===== config.mk =====
export PLATFORM = sky130hd
export DESIGN_NAME = peak_index_finder
export DESIGN_NICKNAME = d
export VERILOG_FILES = /design/src/rtl/peak_index_finder.sv
export SDC_FILE = /design/constraint.sdc
export NUM_CORES = 1
export LEC_CHECK = 0
export ABC_CLOCK_PERIOD_IN_PS = 2400
export CAP_MARGIN = 30
export CORE_ASPECT_RATIO = 1.75
export CORE_MARGIN = 2
export CORE_UTILIZATION = 40
export DETAILED_ROUTE_END_ITERATION = 8
export SLEW_MARGIN = 20
export SYNTH_ARGS = -nofsm -noshare
export SYNTH_HDL_FRONTEND = slang
export SYNTH_SLANG_ARGS = --single-unit

===== constraint.sdc =====
create_clock -name clk -period 2.4 [get_ports clk]
set_input_delay 0.48 -clock clk [delete_from_list [all_inputs] [get_ports clk]]
set_output_delay 0.48 -clock clk [all_outputs]
set_load 0.02 [all_outputs]

===== src/rtl/peak_index_finder.sv =====
// -----------------------------------------------------------------------------
// peak_index_finder
//
// Upstream feeder for the display output stage. The block takes in a stream of
// NDATA samples per frame and tracks the largest sample and its index. At the
// end of each frame it shows that index on dout and that value on peak_val.
// It then drops ena for a HOLD_LEN-cycle hold window. While ena is low, cntout
// counts 0..HOLD_LEN-1. The display stage latches dout when cntout==4 and ena
// is low.
//
// Parameters
//   NDATA      samples per frame (power of two, >= 8)
//   NDATA_LOG  width of the index and counter ports
//   SWIDTH     sample width in bits
//   HOLD_LEN   hold-window length in cycles (5 <= HOLD_LEN <= NDATA)
//
// Ports
//   clk        in   1          rising-edge clock
//   rst        in   1          asynchronous active-low reset
//   din        in   SWIDTH     sample value
//   din_valid  in   1          din is valid this cycle
//   dout       out  NDATA_LOG  peak index of the last completed frame
//   peak_val   out  SWIDTH     peak sample value of the last completed frame
//   ena        out  1          1 = acquiring, 0 = hold window
//   cntout     out  NDATA_LOG  sample index while acquiring, hold count while holding
//   frame_done out  1          one-cycle pulse on the first hold cycle
//
// Configuration macro
//   PEAK_SIGNED_EN  When defined, samples are two's complement and the peak
//                   compare is signed. When undefined, the compare is unsigned.
//                   Ports and timing are the same in both builds.
//
// Every output is a flop. No combinational path runs from the inputs to the
// outputs.
// -----------------------------------------------------------------------------
module peak_index_finder #(
    parameter int NDATA     = 128,
    parameter int NDATA_LOG = $clog2(NDATA),
    parameter int SWIDTH    = 12,
    parameter int HOLD_LEN  = 8
) (
    input  logic                 clk,
    input  logic                 rst,
    input  logic [SWIDTH-1:0]    din,
    input  logic                 din_valid,
    output logic [NDATA_LOG-1:0] dout,
    output logic [SWIDTH-1:0]    peak_val,
    output logic                 ena,
    output logic [NDATA_LOG-1:0] cntout,
    output logic                 frame_done
);

    typedef enum logic [0:0] {
        ST_ACQ  = 1'b0,
        ST_HOLD = 1'b1
    } state_t;

    localparam logic [NDATA_LOG-1:0] CNT_ZERO    = {NDATA_LOG{1'b0}};
    localparam logic [NDATA_LOG-1:0] CNT_ONE     = {{(NDATA_LOG-1){1'b0}}, 1'b1};
    localparam logic [NDATA_LOG-1:0] LAST_SAMPLE = NDATA_LOG'(NDATA - 1);
    localparam logic [NDATA_LOG-1:0] LAST_HOLD   = NDATA_LOG'(HOLD_LEN - 1);
    localparam logic [SWIDTH-1:0]    SAMPLE_ZERO = {SWIDTH{1'b0}};

    // Peak compare. It is strict, so a tie keeps the earlier index.
    function automatic logic is_greater(input logic [SWIDTH-1:0] a,
                                        input logic [SWIDTH-1:0] b);
`ifdef PEAK_SIGNED_EN
        return ($signed(a) > $signed(b));
`else
        return (a > b);
`endif
    endfunction

    // Registered state
    state_t                 state_q,      state_d;
    logic [NDATA_LOG-1:0]   cnt_q,        cnt_d;
    logic [SWIDTH-1:0]      max_q,        max_d;
    logic [NDATA_LOG-1:0]   idx_q,        idx_d;
    logic [NDATA_LOG-1:0]   dout_q,       dout_d;
    logic [SWIDTH-1:0]      peak_q,       peak_d;
    logic                   ena_q,        ena_d;
    logic                   frame_done_q, frame_done_d;

    // Running max and index after this cycle's sample is included
    logic [SWIDTH-1:0]      cand_val_s;
    logic [NDATA_LOG-1:0]   cand_idx_s;

    // Running max/index candidate. Sample 0 always loads, so the cleared value
    // of max_q never takes part in a compare. This matters in the signed build.
    always_comb begin
        cand_val_s = max_q;
        cand_idx_s = idx_q;
        if (cnt_q == CNT_ZERO) begin
            cand_val_s = din;
            cand_idx_s = CNT_ZERO;
        end else if (is_greater(din, max_q)) begin
            cand_val_s = din;
            cand_idx_s = cnt_q;
        end else begin
            cand_val_s = max_q;
            cand_idx_s = idx_q;
        end
    end

    // Next-state logic for the acquire/hold sequencer and all output registers
    always_comb begin
        state_d      = state_q;
        cnt_d        = cnt_q;
        max_d        = max_q;
        idx_d        = idx_q;
        dout_d       = dout_q;
        peak_d       = peak_q;
        ena_d        = ena_q;
        frame_done_d = 1'b0;

        case (state_q)
            ST_ACQ: begin
                if (din_valid) begin
                    max_d = cand_val_s;
                    idx_d = cand_idx_s;
                    if (cnt_q == LAST_SAMPLE) begin
                        // The last sample is part of the compare. Publish the
                        // result and start the hold window.
                        state_d      = ST_HOLD;
                        dout_d       = cand_idx_s;
                        peak_d       = cand_val_s;
                        ena_d        = 1'b0;
                        cnt_d        = CNT_ZERO;
                        frame_done_d = 1'b1;
                    end else begin
                        cnt_d = cnt_q + CNT_ONE;
                    end
                end else begin
                    // Idle cycle: all state is held
                    cnt_d = cnt_q;
                end
            end

            ST_HOLD: begin
                // din_valid is ignored for the whole window, including its
                // last cycle.
                if (cnt_q == LAST_HOLD) begin
                    state_d = ST_ACQ;
                    ena_d   = 1'b1;
                    cnt_d   = CNT_ZERO;
                    max_d   = SAMPLE_ZERO;
                    idx_d   = CNT_ZERO;
                end else begin
                    cnt_d = cnt_q + CNT_ONE;
                end
            end

            default: begin
                // Illegal encoding: restart acquisition from a clean state
                state_d = ST_ACQ;
                ena_d   = 1'b1;
                cnt_d   = CNT_ZERO;
                max_d   = SAMPLE_ZERO;
                idx_d   = CNT_ZERO;
            end
        endcase
    end

    // Sequencer and output registers. Async reset drops any frame in progress.
    always_ff @(posedge clk or negedge rst) begin
        if (!rst) begin
            state_q      <= ST_ACQ;
            cnt_q        <= CNT_ZERO;
            max_q        <= SAMPLE_ZERO;
            idx_q        <= CNT_ZERO;
            dout_q       <= CNT_ZERO;
            peak_q       <= SAMPLE_ZERO;
            ena_q        <= 1'b1;
            frame_done_q <= 1'b0;
        end else begin
            state_q      <= state_d;
            cnt_q        <= cnt_d;
            max_q        <= max_d;
            idx_q        <= idx_d;
            dout_q       <= dout_d;
            peak_q       <= peak_d;
            ena_q        <= ena_d;
            frame_done_q <= frame_done_d;
        end
    end

    assign dout       = dout_q;
    assign peak_val   = peak_q;
    assign ena        = ena_q;
    assign cntout     = cnt_q;
    assign frame_done = frame_done_q;

endmodule


==> reports/results.ini, run 1 <==
[status]
status = finished, final reports clean

[critical_path]
setup.worst_path.end_class = register
worstSetupStartpoint = din[6]
setup.worst_path.start_class = input pin
ff2ff_setup_slack_ns = 0.09
ff2ff_path_depth = 10
arrival_ns = 2.53
path_class = in -> reg
r2r-start = max_q[1]$_DFFE_PN0P_
worst_ep_required_time_ns = 2.59
crit_end = max_q[10]$_DFFE_PN0P_
worst-path-max-fanout = 6
timing.rr.end = max_q[10]$_DFFE_PN0P_

[drt]
drt_iter0_markers = 95
first_pass_iters = 4
via_per_inst = 5.41
drc = 0
drt_wl_total_um = 6270
wl_per_cell_um = 16.4
via_count = 2072
postRouteAntennaNets = 0

[logic_synthesis]
ys_top_cells_by_area = dfrtp_1 49%, ha_1 7.3%, a22o_1 5.8%, a21oi_1 4.6%, a31oi_1 3.6%
netlist.area_leader.share = 0.487
synth_ff_type = dfrtp_1
yosys.area.top_type = dfrtp_1
synth_cell_type_count = 40
synth_cells = 237
synth-edff-count = 0
synth_warnings = 0
yosysMostFrequentCell = dfrtp_1
synthArstFlopShare = 1.00
syn_area_um2 = 2410
synthesis.nets = 266
syn_area_per_cell_um2 = 10.2
synth_commonest_cells = 47 x dfrtp_1, 22 x a21oi_1, 20 x nand2_1, 20 x nor2_1, 16 x a22o_1
synth.yosys.seq_area_share = 0.498
ys_ff_latch = 48

[timing]
setup-violations-final = 0
fin_crit_ns = 2.33
max_freq_ghz = 0.428
skew_ns = 0.00632
finalHoldWorstSlack_ns = 0.268
maxSlewHeadroom = 0.592
hold_viol_final = 0
tightestPinTransition_ns = 0.613
drv_slew = 0
fin_ws_ns = 0.0661
fin_crit_sh = 0.972

[global_route]
antenna_found_initial = 0
grt-ovfl-total = 0
grt_pass1_vias = 2138
grt_pass1_wl_um = 10300
grt_max_degree = 49
grtUsageTotal = 0.195

[final_layout]
diodes = 0
fin_nets = 334
finish.utilization = 0.554
area_growth_pct = 34.9
instances_no_fill = 383
fillers = 543
layout-drive-gt1-share = 0.197

[clock_network]
cts_tree = built
clock_sinks = 48
cts_buffers = 5
cts.clk_slew.worst_paths_ns = 0.09
cts_root_buffer = clkbuf_8
cts_buffer_depth = 2
clock_latency_ns = 0.30
htree_levels = 2

[power_and_ir_drop]
p_leak_nw = 1.57
vdd_drop_max_v = 0.000738
p_total_w = 0.00331
power_density_nw_per_um2 = 1020

[place]
dp_hpwl_um = 4410
port_buffers = 42
placed_cells = 372
place.gp.congestion = 0.822
pre_cts_slack_ns = -0.473

[floorplan]
io_pins = 43
start_util = 0.411
core_region_area_um2 = 5880
die_h_um = 107
die_area_um2 = 6700
rows = 37
die_x_um = 62.7

[hold_path]
hp-class = in -> async

[run]
maxCapViolations = 0

cells in the final DEF, fill, tap and decap left out, drive strengths merged:
cell,n
a21oi,23
nor4,1
a21o,6
nor2,20
inv,14
xnor2,3
nor3b,2
dfrtp,47
nor2b,2
o21ai,16
or3,1
ha,14
a31oi,14
nand3,4
a21boi,1
nand4,6
dlygate4sd2,1
o41ai,1
dfstp,1
dlymetal6s2s,7
o211ai,1
o41a,1
clkdlybuf4s50,33
a211oi,1
buf,32
nand2b,1
nand2,20
or4,1
clkinv,2
xor2,2
a22o,19
clkbuf,6
nand3b,1
or2,1
worst max-delay path: stages:
cell,delay (ns)
clkdlybuf4s50_1,0.46
ha_4,0.30
nand4_1,0.16
or3_4,0.42
o41ai_2,0.06
buf_4,0.20
a21oi_2,0.07
buf_4,0.17
a22o_2,0.20
layout make-up:
cell class / instances / area (um2) / share of cell area
sequential: 48 / 1200 / 0.369
multi-input combinational: 162 / 1150 / 0.353
timing repair buffer: 73 / 672 / 0.206
tap: 78 / 97.6 / 0.0300
clock buffer: 6 / 72.6 / 0.0223
inverter: 15 / 56.3 / 0.0173
clock inverter: 1 / 5.00 / 0.00154
worst min path at each step:
| stage | to | startpoint | slack [ns] |
|---|---|---|---|
| after detailed placement | ena$_DFFE_PN1P_ | ena$_DFFE_PN1P_ | 0.45 |
| after global routing | peak_val[1]$_DFFE_PN0P_ | rst | 0.32 |
| final | peak_val[2]$_DFFE_PN0P_ | rst | 0.27 |
| after CTS | peak_val[1]$_DFFE_PN0P_ | rst | 0.30 |
| after global placement | ena$_DFFE_PN1P_ | ena$_DFFE_PN1P_ | 0.45 |
| after floorplan | cntout[0]$_DFFE_PN0P_ | rst | 0.18 |
power breakdown:
part	internal (W)	leakage [nW]	total [W]	switching [W]
logic	0.000761	0.896	0.00152	0.000762
registers	0.00105	0.631	0.00133	0.000280
clock network	0.000199	0.0410	0.000457	0.000258
routing by layer:
metal | track usage | vias to the layer above | wire [um]
met5 | 0 | - | 0
met3 | 0.0252 | 8 | 158
met4 | 0.0603 | 0 | 84
met1 | 0.230 | 1026 | 2600
li1 | - | 993 | -
met2 | 0.365 | 45 | 3430
kinds of logic (layout without fill, tap and decap cells):
| family | Yosys count | count (layout) | synth area share |
|---|---|---|---|
| buffers and inverters | 27 | 95 | 0.0513 |
| AO/OA/AOI/OAI | 83 | 83 | 0.237 |
| adder cells (fa/ha/maj) | 14 | 14 | 0.0726 |
| flip-flops | 48 | 48 | 0.498 |
| AND/OR/NAND/NOR | 60 | 60 | 0.122 |
| XOR/XNOR | 5 | 5 | 0.0181 |
state kept, by name, indices dropped and copies added, names as in the netlist:
| register | flops |
|---|---|
| max_q | 12 |
| peak_val | 12 |
| cntout | 7 |
| dout | 7 |
| idx_q | 7 |
| ena | 1 |
| frame_done | 1 |
| state_q | 1 |
stage by stage:
stage,area [um2],setup TNS (ns)
after floorplan,2410,0
after global placement,3060,-14.36
after detailed placement,3060,-16.37
after CTS,3190,0
after global routing,3260,-0.0345
final,3260,0
what timing repair did:
item                                    4_1_cts  5_1_grt
pin swaps                                     7       12
endpoints found under the setup margin       38       38
hold buffers                                  0        0
resized for setup                             9       21
buffers inserted                              2        1
gates cloned                                  1        0
Power figures use the tool's default switching activity.
==> inputs of run 2 (changes only) <==
- CELL_PAD_IN_SITES_DETAIL_PLACEMENT: unset -> 0
- CELL_PAD_IN_SITES_GLOBAL_PLACEMENT: unset -> 1
- PLACE_DENSITY_LB_ADDON: unset -> 0.1
- SETUP_SLACK_MARGIN: unset -> 0.15
==> reports/results.ini, run 2 (synthesis gave the netlist of run 1 again) <==
[clock_network]
cts.clk_slew.worst_paths_ns = 0.09  ; about the same
clock_sinks = 48  ; unchanged
cts_buffer_depth = 2  ; unchanged
htree_levels = 2  ; unchanged
hold_buffers = 0  ; unchanged
clock_latency_ns = 0.32  ; +0.02 ns
cts_root_buffer = clkbuf_8
cts_tree = built
cts_buffers = 5  ; unchanged

[critical_path]
worst_ep_required_time_ns = 2.65  ; +0.06 ns
ff2ff_setup_slack_ns = 0.14  ; +0.05 ns
setup.worst_path.end_class = register
arrival_ns = 2.51  ; -0.02 ns
worst-path-max-fanout = 5  ; -1
ff2ff_path_depth = 10  ; unchanged
setup.worst_path.start_class = register
path_class = reg -> reg

[final_layout]
final_common_cell = dfrtp_1
fin_nets = 344  ; +3.0%
fillers = 549  ; +1.1%
layout-drive-gt1-share = 0.297  ; +0.101
diodes = 0  ; unchanged
finish.utilization = 0.608  ; +0.0536
area_growth_pct = 48.0
final_cell_mix = 47 x dfrtp_1, 32 x buf_4, 29 x clkdlybuf4s50_1, 19 x nor2_1, 18 x nand2_1
multi_input_comb_area_um2 = 1290  ; +13%
regArea_um2 = 1200  ; unchanged

[drt]
drt_wl_total_um = 6750  ; +7.6%
wl_per_cell_um = 17.1  ; +4.6%
first_pass_iters = 4  ; unchanged
drt_iter0_markers = 60  ; -37%
postRouteAntennaNets = 0  ; unchanged
drc = 0  ; unchanged
via_per_inst = 5.43  ; +0.40%
via_count = 2140  ; +3.3%

[place]
dp_hpwl_um = 4670  ; +5.8%
port_buffers = 42  ; unchanged
place.gp.congestion = 0.840  ; +2.2%

[timing]
hold_viol_final = 0  ; unchanged
maxSlewHeadroom = 0.487  ; -0.105
fin_crit_sh = 0.943  ; -0.0295
max_freq_ghz = 0.442  ; +3.1%
skew_ns = 0.0105  ; +0.00414 ns
setup-violations-final = 0  ; unchanged
rsz0062_at_grt = yes
fin_crit_ns = 2.26  ; -0.0709 ns
setup_tns_ns = 0  ; unchanged
tightestPinTransition_ns = 0.770  ; +0.157 ns
drv_slew = 0  ; unchanged

[floorplan]
rows = 37  ; unchanged
core_region_area_um2 = 5880  ; unchanged
start_util = 0.411  ; unchanged
die_h_um = 107  ; unchanged
die_area_um2 = 6700  ; unchanged
io_pins = 43  ; unchanged
die_x_um = 62.7  ; unchanged

[power_and_ir_drop]
p_leak_nw = 1.70  ; +8.4%
vdd_drop_max_v = 0.000579  ; -22%
power_density_nw_per_um2 = 1070  ; +5.0%

[global_route]
grt_pass1_vias = 2282  ; +6.7%
grt_max_degree = 34  ; -31%
grtUsageTotal = 0.212  ; +0.0166
antenna_found_initial = 0  ; unchanged
grt-ovfl-total = 0  ; unchanged
grt_pass1_wl_um = 10900  ; +5.7%

[run]
maxCapViolations = 0  ; unchanged

[hold_path]
hp-class = in -> async

[status]
status = finished, final reports clean

[run 2: changes by cell type in the layout (fill, tap and decap cells not counted), sizes merged]
cell           delta
dlymetal6s2s      +1
clkdlybuf4s50     -4
buf              +10
dlygate4sd2       +2
clkdlybuf4s15     +1
bufinv            +1
[run 2: area by class of cell]
type                       count  area share
tap                           78      0.0273
timing repair buffer          83       0.224
inverter                      15      0.0158
sequential                    48       0.337
clock buffer                   6      0.0231
multi-input combinational    162       0.363
clock inverter                 2      0.0109
[run 2: through the flow]
step                instances  hold WS [ns]  setup WS, ns  total power [W]  instance area (um2)
floorplan                 237         0.184         0.237          0.00217                 2410
global placement          377         0.458        -0.445          0.00282                 3120
detailed placement        377         0.459        -0.479          0.00285                 3120
CTS                       388         0.243       -0.0130          0.00368                 3410
global route              394         0.272        0.0692          0.00407                 3570
finish                    394         0.229         0.137          0.00381                 3570
[run 2: final timing paths]
check	endpoint	start
max	max_q[2]$_DFFE_PN0P_	max_q[1]$_DFFE_PN0P_
min in group clk	ena$_DFFE_PN1P_	ena$_DFFE_PN1P_
min	dout[0]$_DFFE_PN0P_	rst
min reg2reg	ena$_DFFE_PN1P_	ena$_DFFE_PN1P_
max reg2reg	max_q[2]$_DFFE_PN0P_	max_q[1]$_DFFE_PN0P_
max in group asynchronous	max_q[0]$_DFFE_PN0P_	rst
[run 2: layer usage]
metal / track usage / vias to the layer above / part of all wire
li1: - / 1008 / -
met1: 0.228 / 1078 / 0.40
met2: 0.386 / 40 / 0.54
met3: 0.0462 / 14 / 0.033
met4: 0.108 / 0 / 0.031
met5: 0 / - / 0
[run 2: critical path, stage by stage (launching register included)]
cell	delay [ns]
dfrtp_1	0.41
inv_2	0.07
ha_4	0.19
nor2b_4	0.12
o211ai_1	0.22
a211oi_2	0.13
buf_4	0.15
o41a_4	0.38
o21ai_4	0.25
buf_6	0.15
a22o_1	0.13
[run 2: power by group]
group	total, W	switching [W]	internal, W
clock network	0.000633	0.000292	0.000341
registers	0.00129	0.000245	0.00105
logic	0.00188	0.000911	0.000973
[run 2: timing repair]
item / in CTS / in global routing
resized for setup: 46 / 25
pin swaps: 48 / 14
endpoints found under the setup margin: 38 / 38
gates cloned: 0 / 1
setup buffers: 3 / 5
==> inputs of run 3 (changes only) <==
- SLEW_MARGIN: 20 -> unset
==> results of run 3 <==
Final layout, timing and power as in run 2 (identical DEF).
==> variant 1, RTL diff (settings of run 2) <==
The option `PEAK_SIGNED_EN` is turned on by a define.
--- a/src/rtl/peak_index_finder.sv
+++ b/src/rtl/peak_index_finder.sv
@@ -33,6 +33,8 @@
 // Every output is a flop. No combinational path runs from the inputs to the
 // outputs.
 // -----------------------------------------------------------------------------
+`define PEAK_SIGNED_EN
+
 module peak_index_finder #(
     parameter int NDATA     = 128,
     parameter int NDATA_LOG = $clog2(NDATA),
Behaviour: no difference found for any inputs over 10 cycles, from zero or initial values and one cycle with rst low; that may be too few to reach the edited logic, so the function may still have changed.
==> variant 1 against run 2 <==
- global-route usage is 0.14 points lower
- routed wire length grew 4.1%
- power increased by 15%
- maximum frequency is essentially flat
- worst setup slack got worse by 0.0010 ns
- sequential cell count is the same
- combinational power grew 36%
- final area rose by 5.1%
- synthesized area rose by 4.8%
- clock skew fell by 0.0015 ns
- largest power group unchanged
==> variant 1: results (changes against run 2) <==
reg2reg end -> max_q[6] (was max_q[2])
library cells used by synthesis -> 39 (was 40)
P_leak -> 1.70 nW (about the same)
initial antenna violation count -> 0 (unchanged)
Worst Setup Slack post-DPL -> -0.467 ns (was -0.479 ns)
cells on worst reg2reg path -> 9 (was 10)
GP Congestion -> 0.783 (was 0.840)
top cells by area, synth -> dfrtp_1 47%, ha_1 6.9%, a21oi_1 4.4% (was dfrtp_1 49%, ha_1 7.3%, a22o_1 5.8%)
DP HPWL -> 4860 µm (was 4670 µm)
root buffer cell -> clkbuf_8 (unchanged)
CP startpoint -> max_q[3] (was max_q[1])
global-route wire length before repair -> 11300 µm (was 10900 µm)
post-synthesis cell count -> 269 (was 237)
H-tree levels -> 2 (unchanged)
syn nets -> 298 (was 266)
Layout Skew -> 0.00898 ns (was 0.0105 ns)
via count -> 2322 (was 2140)
crit-path max FO -> 6 (was 5)
Max VDD drop -> 0.00109 V (was 0.000579 V)
CP arrival -> 2.46 ns (was 2.51 ns)
Slew headroom -> 62.7% (was 48.7%)
diodes inserted -> 0 (unchanged)
CP Launch Type -> register (unchanged)
placed cells -> 409 (was 377)
WL final -> 7020 µm (was 6750 µm)
Synth area leader -> dfrtp_1 (unchanged)
DRT iter0 DRCs -> 136 (was 60)
largest net degree at the start of global routing -> 25 (was 34)
clk_lat worst skew -> 0.31 ns
final setup fails -> 0 (unchanged)
vias per cell -> 5.38 (was 5.43)
CP max stage cell -> dfrtp_1 (unchanged)
status -> completed (unchanged)
CTS Buf Count -> 5 (unchanged)
Seq/Total Area, Yosys -> 47.6% (was 49.8%)
commonest cells in the netlist -> 47 x dfrtp_1, 25 x nand2_1, 22 x a21oi_1, 22 x o21ai_0, 18 x nor2_1 (was 47 x dfrtp_1, 22 x a21oi_1, 20 x nand2_1, 20 x nor2_1, 16 x a22o_1)
layout cells sized above 1 -> 28.4% (was 29.7%)
drt pass-1 iters -> 5 (was 4)
Hold Crit Class -> primary input to asynchronous set/reset pin (unchanged)
GRT Resource Usage Total -> 21.1% (was 21.2%)
Nets -> 380 (was 344)
R2R Path Start -> max_q[3] (was max_q[1])
Worst R2R Setup Slack -> 0.14 ns
==> variant 1: repair_timing <==
item,in CTS,in global routing
buffers inserted,9,4
pin swaps,23,12
gates resized for setup,39,33
hold buffers,0,0
endpoints found under the setup margin,38,38
cloned,1,1
==> variant 1: stage by stage <==
step           cell area (µm²)  hold slack [ns]
2_1_floorplan             2530            0.184
3_3_place_gp              3260            0.462
3_5_place_dp              3260            0.469
4_1_cts                   3560            0.165
5_1_grt                   3750            0.177
6_report                  3750            0.142
==> variant 1: cell type report <==
cell class	count	area, µm²
fill	549	2430
multi-input combinational	185	1400
sequential	48	1200
timing repair buffer	93	891
tap	80	100
clock buffer	8	90.1
inverter	18	67.6
==> variant 1: per-layer routing <==
metal / GRT usage [%] / part of all wire [%]
met5: 0 / 0
met4: 7.29 / 1.5
met2: 39.3 / 55
met1: 23.6 / 40
met3: 3.92 / 3.6
==> variant 1: kinds of logic after synthesis <==
logic type / count (synthesis) / synth area share, %
AOI/OAI and AO/OA: 96 / 24.2
and+or+nand+nor: 69 / 13.2
DFF: 48 / 47.6
buffers and inverters: 36 / 5.99
adders and majority gates: 14 / 6.93
xor gates and xnor gates: 5 / 1.73
muxes: 1 / 0.396
==> variant 1: report_power, final <==
part | internal [mW] | switching, mW | leakage [nW]
sequential | 1.09 | 0.219 | 0.620
combinational | 1.29 | 1.27 | 1.03
clock | 0.236 | 0.277 | 0.0455
==> variant 1: how the worst max path moves through the flow <==
stage                              to  slack, ns  cells after the start
after floorplan           peak_val[0]       0.17                      7
after global placement       idx_q[1]      -0.42                      9
after detailed placement     idx_q[0]      -0.47                      9
after CTS                    max_q[6]       0.12                     10
after global routing         max_q[1]       0.04                      9
final                        max_q[6]       0.14                      9
==> variant 2, RTL diff (config.mk and constraints of run 2) <==
Made on the original files. Add an input register stage for `din` and `din_valid`, with the module's reset; this delays them by one clock. Comments in the files are not updated.
--- a/src/rtl/peak_index_finder.sv
+++ b/src/rtl/peak_index_finder.sv
@@ -61,6 +61,19 @@
     localparam logic [NDATA_LOG-1:0] LAST_HOLD   = NDATA_LOG'(HOLD_LEN - 1);
     localparam logic [SWIDTH-1:0]    SAMPLE_ZERO = {SWIDTH{1'b0}};
 
+    logic [SWIDTH-1:0] din_q;
+    logic din_valid_q;
+
+    always_ff @(posedge clk or negedge rst) begin
+        if (!rst) begin
+            din_q       <= '0;
+            din_valid_q <= '0;
+        end else begin
+            din_q       <= din;
+            din_valid_q <= din_valid;
+        end
+    end
+
     // Peak compare. It is strict, so a tie keeps the earlier index.
     function automatic logic is_greater(input logic [SWIDTH-1:0] a,
                                         input logic [SWIDTH-1:0] b);
@@ -91,10 +104,10 @@
         cand_val_s = max_q;
         cand_idx_s = idx_q;
         if (cnt_q == CNT_ZERO) begin
-            cand_val_s = din;
+            cand_val_s = din_q;
             cand_idx_s = CNT_ZERO;
-        end else if (is_greater(din, max_q)) begin
-            cand_val_s = din;
+        end else if (is_greater(din_q, max_q)) begin
+            cand_val_s = din_q;
             cand_idx_s = cnt_q;
         end else begin
             cand_val_s = max_q;
@@ -115,7 +128,7 @@
 
         case (state_q)
             ST_ACQ: begin
-                if (din_valid) begin
+                if (din_valid_q) begin
                     max_d = cand_val_s;
                     idx_d = cand_idx_s;
                     if (cnt_q == LAST_SAMPLE) begin
Check against the original RTL: not equivalent (Yosys sat finds a counterexample within 4 cycles, from zero or initial values and one cycle with rst low).
==> variant 2 against run 2 <==
- critical path depth decreased by 3
- synthesized area increased by 13%
- power increased by 10%
- synthesized cell count increased by 4.6%
- largest cell class is now registers
- sequential cell count increased by 13
- sequential power increased by 16%
- combinational power decreased by 29%
- worst setup slack improved by 0.12 ns
- final area increased by 3.0%
- routed wire length decreased by 1.9%
==> variant 2: results (changes against run 2) <==
layout cells sized above 1 -> 13.7% (was 29.7%)
P_leak -> 1.70 nW (about the same)
GP Congestion -> 0.742 (was 0.840)
Post-CTS Setup Bufs -> 0 (was 3)
DRT iter0 DRCs -> 134 (was 60)
Post-Synth Adder-Cell Area -> 6.45% (was 7.26%)
CP startpoint -> din_q[3] (was max_q[1])
crit-path max FO -> 12 (was 5)
reg2reg end -> max_q[1] (was max_q[2])
Nets -> 331 (was 344)
status -> completed (unchanged)
Seq/Total Area, Yosys -> 56.2% (was 49.8%)
met3 WL post-DR -> 211 µm (was 224 µm)
Layout Skew -> 0.00432 ns (was 0.0105 ns)
slew of the pin with the lowest slew margin -> 0.371 ns (was 0.770 ns)
root buffer cell -> clkbuf_16 (was clkbuf_8)
WL final -> 6620 µm (was 6750 µm)
library cells used by synthesis -> 38 (was 40)
H-tree levels -> 3 (was 2)
DP HPWL -> 4490 µm (was 4670 µm)
global-route wire length before repair -> 10800 µm (was 10900 µm)
top cells by area, synth -> dfrtp_1 55%, ha_1 6.4%, a22o_1 6.1% (was dfrtp_1 49%, ha_1 7.3%, a22o_1 5.8%)
WL met2 -> 3590 µm (was 3610 µm)
Worst R2R Setup Slack -> 0.26 ns (was 0.14 ns)
post_cts resized -> 0 (was 46)
Max VDD drop -> 0.000588 V (was 0.000579 V)
Synth Area in XOR/XNOR -> 1.93% (was 1.81%)
post-synthesis compound-gate area fraction -> 20.3% (was 23.7%)
wire length on met1 -> 2660 µm (was 2700 µm)
commonest cells in the netlist -> 60 x dfrtp_1, 22 x a21oi_1, 21 x nor2_1 (was 47 x dfrtp_1, 22 x a21oi_1, 20 x nand2_1, 20 x nor2_1, 16 x a22o_1)
CTS Buf Count -> 9 (was 5)
syn nets -> 277 (was 266)
-- variant 2: cell types whose count changed after synthesis, moves of 2 or more --
| cell | change |
|---|---|
| a22o_2 | -3 |
| dfrtp_1 | +13 |
| xnor2_1 | +2 |
| a22o_1 | +3 |
-- variant 2: stage by stage --
| step | setup slack, ns | power, mW | hold slack (ns) | area [µm²] | instances |
|---|---|---|---|---|---|
| floorplan | 0.323 | 2.27 | 0.184 | 2720 | 248 |
| global placement | 0.202 | 2.73 | 0.450 | 3290 | 371 |
| detailed placement | 0.208 | 2.73 | 0.449 | 3290 | 371 |
| CTS | 0.195 | 4.15 | 0.168 | 3610 | 387 |
| global route | 0.139 | 4.45 | 0.187 | 3680 | 389 |
| finish | 0.260 | 4.21 | 0.145 | 3680 | 389 |
-- variant 2: cell type report --
type	instances	area [µm²]	area share, %
clock buffer	12	256	6.97
sequential	61	1530	41.5
multi-input combinational	160	1120	30.4
clock inverter	4	70.1	1.90
tap	82	103	2.79
inverter	15	56.3	1.53
timing repair buffer	55	551	15.0
-- variant 2: logic make-up (layout without fill, tap and decap cells) --
| logic type | count (synthesis) | count (layout) |
|---|---|---|
| simple gates | 59 | 59 |
| mux | 1 | 1 |
| xor+xnor | 6 | 6 |
| buf+inv | 27 | 86 |
| flops | 61 | 61 |
| fa+ha+maj | 14 | 14 |
| compound gates | 80 | 80 |
-- variant 2: power groups by stage --
stage | Combinational (mW) | Clock (mW) | Sequential (mW)
4_1_cts | 1.24 | 1.42 | 1.48
2_1_floorplan | 0.790 | 0 | 1.48
3_5_place_dp | 1.24 | 0 | 1.49
6_report | 1.34 | 1.39 | 1.49
5_1_grt | 1.47 | 1.46 | 1.52
3_3_place_gp | 1.23 | 0 | 1.50
